`src/rtl/au_prefix_or_dec.sv`:
```
// au_prefix_or_dec: two-stage decoder for prefix-OR (thermometer) masks.
// S1 captures the mask and its shape check; S2 captures the index, one-hot,
// zero and error results. A saturating counter tallies malformed masks that
// are actually delivered to the sink.
//
// Handshake: a transfer happens on a rising edge where valid && ready are both
// high. A producer must hold valid and data stable until ready is seen. Here
// in_ready depends combinationally only on out_ready and internal state, and
// out_valid/results come straight from registers.
module au_prefix_or_dec #(
  parameter int WIDTH = 8,
  parameter int IDXW  = $clog2(WIDTH),
  parameter int CNTW  = 8
) (
  input  logic             clk,
  input  logic             rst_n,
  input  logic             in_valid,
  output logic             in_ready,
  input  logic [WIDTH-1:0] pm,
  output logic             out_valid,
  input  logic             out_ready,
  output logic [IDXW-1:0]  idx,
  output logic [WIDTH-1:0] onehot,
  output logic             zero,
  output logic             err,
  output logic [CNTW-1:0]  err_cnt,
  input  logic             err_clr
);

  logic             s1_v;
  logic             s2_v;
  logic [WIDTH-1:0] s1_pm;
  logic             s1_bad;
  logic             s1_adv;
  logic             s2_adv;
  logic             bad_c;
  logic [WIDTH-1:0] onehot_c;
  logic [IDXW-1:0]  idx_c;
  logic             zero_c;

  // A stage may take new contents when it is empty or its successor moves on.
  assign s2_adv   = ~s2_v | out_ready;
  assign s1_adv   = ~s1_v | s2_adv;
  assign in_ready = s1_adv;
  assign out_valid = s2_v;

  // Shape check: a one sitting directly above a zero breaks the thermometer.
  assign bad_c = |(pm[WIDTH-1:1] & ~pm[WIDTH-2:0]);

  // Stage 1 register: mask plus its malformed flag.
  always_ff @(posedge clk or negedge rst_n) begin
    if (!rst_n) begin
      s1_v   <= 1'b0;
      s1_pm  <= '0;
      s1_bad <= 1'b0;
    end else if (s1_adv) begin
      s1_v <= in_valid;
      if (in_valid) begin
        s1_pm  <= pm;
        s1_bad <= bad_c;
      end
    end
  end

  // Leading-one decode of the stage-1 mask; the highest set bit wins.
  always_comb begin
    onehot_c = s1_pm & ~(s1_pm >> 1);
    zero_c   = ~|s1_pm;
    idx_c    = '0;
    for (int i = 0; i < WIDTH; i++) begin
      if (s1_pm[i]) idx_c = IDXW'(i);
    end
  end

  // Stage 2 register: results only change when a real mask moves in, so a
  // stalled or idle output keeps its last values.
  always_ff @(posedge clk or negedge rst_n) begin
    if (!rst_n) begin
      s2_v   <= 1'b0;
      idx    <= '0;
      onehot <= '0;
      zero   <= 1'b0;
      err    <= 1'b0;
    end else if (s2_adv) begin
      s2_v <= s1_v;
      if (s1_v) begin
        idx    <= idx_c;
        onehot <= onehot_c;
        zero   <= zero_c;
        err    <= s1_bad;
      end
    end
  end

  // Saturating count of delivered malformed masks; clear wins over increment.
  always_ff @(posedge clk or negedge rst_n) begin
    if (!rst_n) begin
      err_cnt <= '0;
    end else if (err_clr) begin
      err_cnt <= '0;
    end else if (s2_v && out_ready && err && (err_cnt != {CNTW{1'b1}})) begin
      err_cnt <= err_cnt + 1'b1;
    end
  end

endmodule

```
`config.mk`:
```
export PLATFORM = sky130hd
export DESIGN_NAME = au_prefix_or_dec
export DESIGN_NICKNAME = d
export VERILOG_FILES = /design/src/rtl/au_prefix_or_dec.sv
export SDC_FILE = /design/constraint.sdc
export NUM_CORES = 1
export LEC_CHECK = 0
export ABC_AREA = 0
export ABC_CLOCK_PERIOD_IN_PS = 1900
export BUFFER_PORTS_ARGS = -buffer_cell sky130_fd_sc_hd__buf_2
export CAP_MARGIN = 10
export CORE_ASPECT_RATIO = 2
export CORE_UTILIZATION = 30
export CTS_CLUSTER_SIZE = 40
export DETAILED_ROUTE_END_ITERATION = 7
export PLACE_DENSITY = 0.57
export SYNTH_ARGS = -nofsm -noshare
export SYNTH_HDL_FRONTEND = slang
export SYNTH_SLANG_ARGS = --single-unit
```
`constraint.sdc`:
```
create_clock -name clk -period 1.9 [get_ports clk]
set_input_delay 0.38 -clock clk [delete_from_list [all_inputs] [get_ports clk]]
set_output_delay 0.38 -clock clk [all_outputs]
set_load 0.02 [all_outputs]
```
==> impl_metrics.yaml <==
status:
  status: "finished clean"
critical_path:
  required_ps: 2060
  max_stage_delay_ps: 490
  endpoint_kind: "register"
  worstPathCellList: "nand3_1 > a31oi_1 > mux2_2"
  start_kind: "register"
  crit_type: "reg2reg"
  path_max_fanout: 7
  cp_slowest_cell: "dfrtp_1"
  arrival_ps: 1660
sta:
  fin_ws_ps: 403
  finalSetupViolations: 0
  fin_crit_ps: 1500
  rsz0062_at_grt: "false"
  drv_slew: 0
  tightest_slew_ps: 698
  hold_violations: 0
  setup_tns_ps: 0
  layout_worst_path_cycle_share_pct: 78.8
  slew_headroom_pct: 53.5
  max_freq_mhz: 668
  skew_ps: 2.63
  holdWs_ps: 145
clock_tree:
  cts_root_buffer: "clkbuf_8"
  holdBufCountCts: 0
  cts_setup_buffers: 0
  clk_pin_slew_ps: 60
  clk_latency_ps: 270
  htree_num_levels: 2
  cts.sinks: 32
  ctsResizeCount: 0
  clock_path_buffers: 2
  cts_tree: "yes"
  cts_buffers: 5
routing:
  routed_wl_um: 3380
  ant_nets: 0
  via_per_inst: 5.11
  drc: 0
  wl_per_cell_um: 14.5
  detail_route.first_pass.iterations: 4
  vias: 1190
  first_iter_violations: 23
cells_and_area:
  fin_util_pct: 38.1
  area_growth_pct: 20.3
  n_antenna_cell: 0
  fillers: 512
  stdcell_count: 233
  nets: 190
  fin_area_sq_um: 1890
  drive_gt1_share_pct: 36.4
global_route:
  grt_use_total_pct: 13.4
  grt_max_degree: 33
  antenna_found_initial: 0
  grt_pass1_vias: 1146
  grt_pass1_wl_um: 5350
  grt_overflow: 0
hold_path:
  hp-class: "in2async"
placed_design:
  place_area_sq_um: 1790
  dp.cells: 226
  pre_cts_ws_ps: 362
  place.port_buffers: 35
  gp_congestion: 0.712
  dp_hpwl_um: 2550
synthesis:
  synth_top_flop_cell: "dfrtp_1"
  avgSynthCellArea_sq_um: 11.5
  ys_types: 37
  synth_top_area_share_pct: 51.0
  ys_seq_area_share_pct: 51.0
  ys_ff_latch: 32
  syn_inst: 137
  synth.most_common_cell: "dfrtp_1"
  synth_common_cells: "32 x dfrtp_1, 10 x mux2_2, 7 x nor2_1, 7 x nor2b_1"
  ys.warnings.count: 0
  synth_area_leaders: "dfrtp_1 51%, mux2_2 7.2%, mux2_4 5.7%"
  yosys.area.top_type: "dfrtp_1"
  synth_edf_count: 0
  netlist_area_sq_um: 1570
  synth_nets: 151
  async_reset_ff_share_pct: 100
die:
  die_x_um: 53.1
  pin_count: 36
  dieArea_sq_um: 5540
  die_h_um: 104
  start_util_pct: 31.7
  core_region_area_sq_um: 4950
  rows: 36
pwr:
  p_leak_nw: 0.866
  peakVddDrop_v: 0.000469
  powerDensity_nw_per_um2: 940
  finalPower_mw: 1.77
job:
  cap_violations: 0
==> state kept, by name, summed over array words and instances (netlist names) <==
signal,flops
err_cnt,8
out_valid,1
err,1
s1_v,1
s1_bad,1
s1_pm,8
onehot,8
zero,1
idx,3
==> layer usage <==
| metal | share of wire, % | track usage, % | wire length, um |
|---|---|---|---|
| met5 | 0 | 0 | 0 |
| met4 | 0.86 | 6.20 | 29 |
| met1 | 39 | 14.6 | 1310 |
| met3 | 4.2 | 3.22 | 143 |
| met2 | 56 | 23.1 | 1890 |
==> cell usage in the layout, fill, tap and decap left out, types with 5 or more instances in the layout <==
cell type and count:
nand4_1 6, mux2_4 6, nor2b_1 7, inv_1 5
buf_2 35, o21ai_0 5, clkbuf_8 7, nand2_1 6
dfrtp_1 32, nor2_1 7, a21oi_1 6, mux2_2 10
==> layout make-up <==
type                       count  area (sq um)  share of cell area, %
sequential                    32           801                   42.4
multi-input combinational     96           718                   38.0
timing repair buffer          36           183                   9.68
clock buffer                   7          96.3                   5.10
tap                           57          71.3                   3.78
inverter                       5          18.8                  0.994
==> path summary, 6_finish.rpt <==
kind	startpoint	endpoint	slack (ps)	cells after the start
max in group asynchronous	rst_n	onehot[1]	1300	1
hold / removal	rst_n	err_cnt[5]	150	1
setup / recovery	out_valid	err_cnt[0]	400	3
setup reg to reg	out_valid	err_cnt[0]	400	3
hold reg to reg	onehot[0]	onehot[0]	500	1
min in group clk	pm[7]	s1_pm[7]	340	3
==> report_power, final <==
| group | switching, mW | internal [mW] | leakage (nW) |
|---|---|---|---|
| clock | 0.228 | 0.322 | 0.0503 |
| combinational | 0.209 | 0.170 | 0.425 |
| sequential | 0.0739 | 0.772 | 0.391 |
==> critical path: cells and delay by family (launching register included) <==
family / cells / cell delay (ps)
DFF: 1 / 490
muxes: 1 / 360
AOI/OAI and AO/OA: 1 / 290
and+or+nand+nor: 1 / 240
==> logic make-up after synthesis <==
family | synth area share (%)
mux | 14.2
buf+inv | 3.19
fa+ha+maj | 0.797
compound gates | 10.5
simple gates | 20.3
flops | 51.0
(Power assumes the default switching activity.)
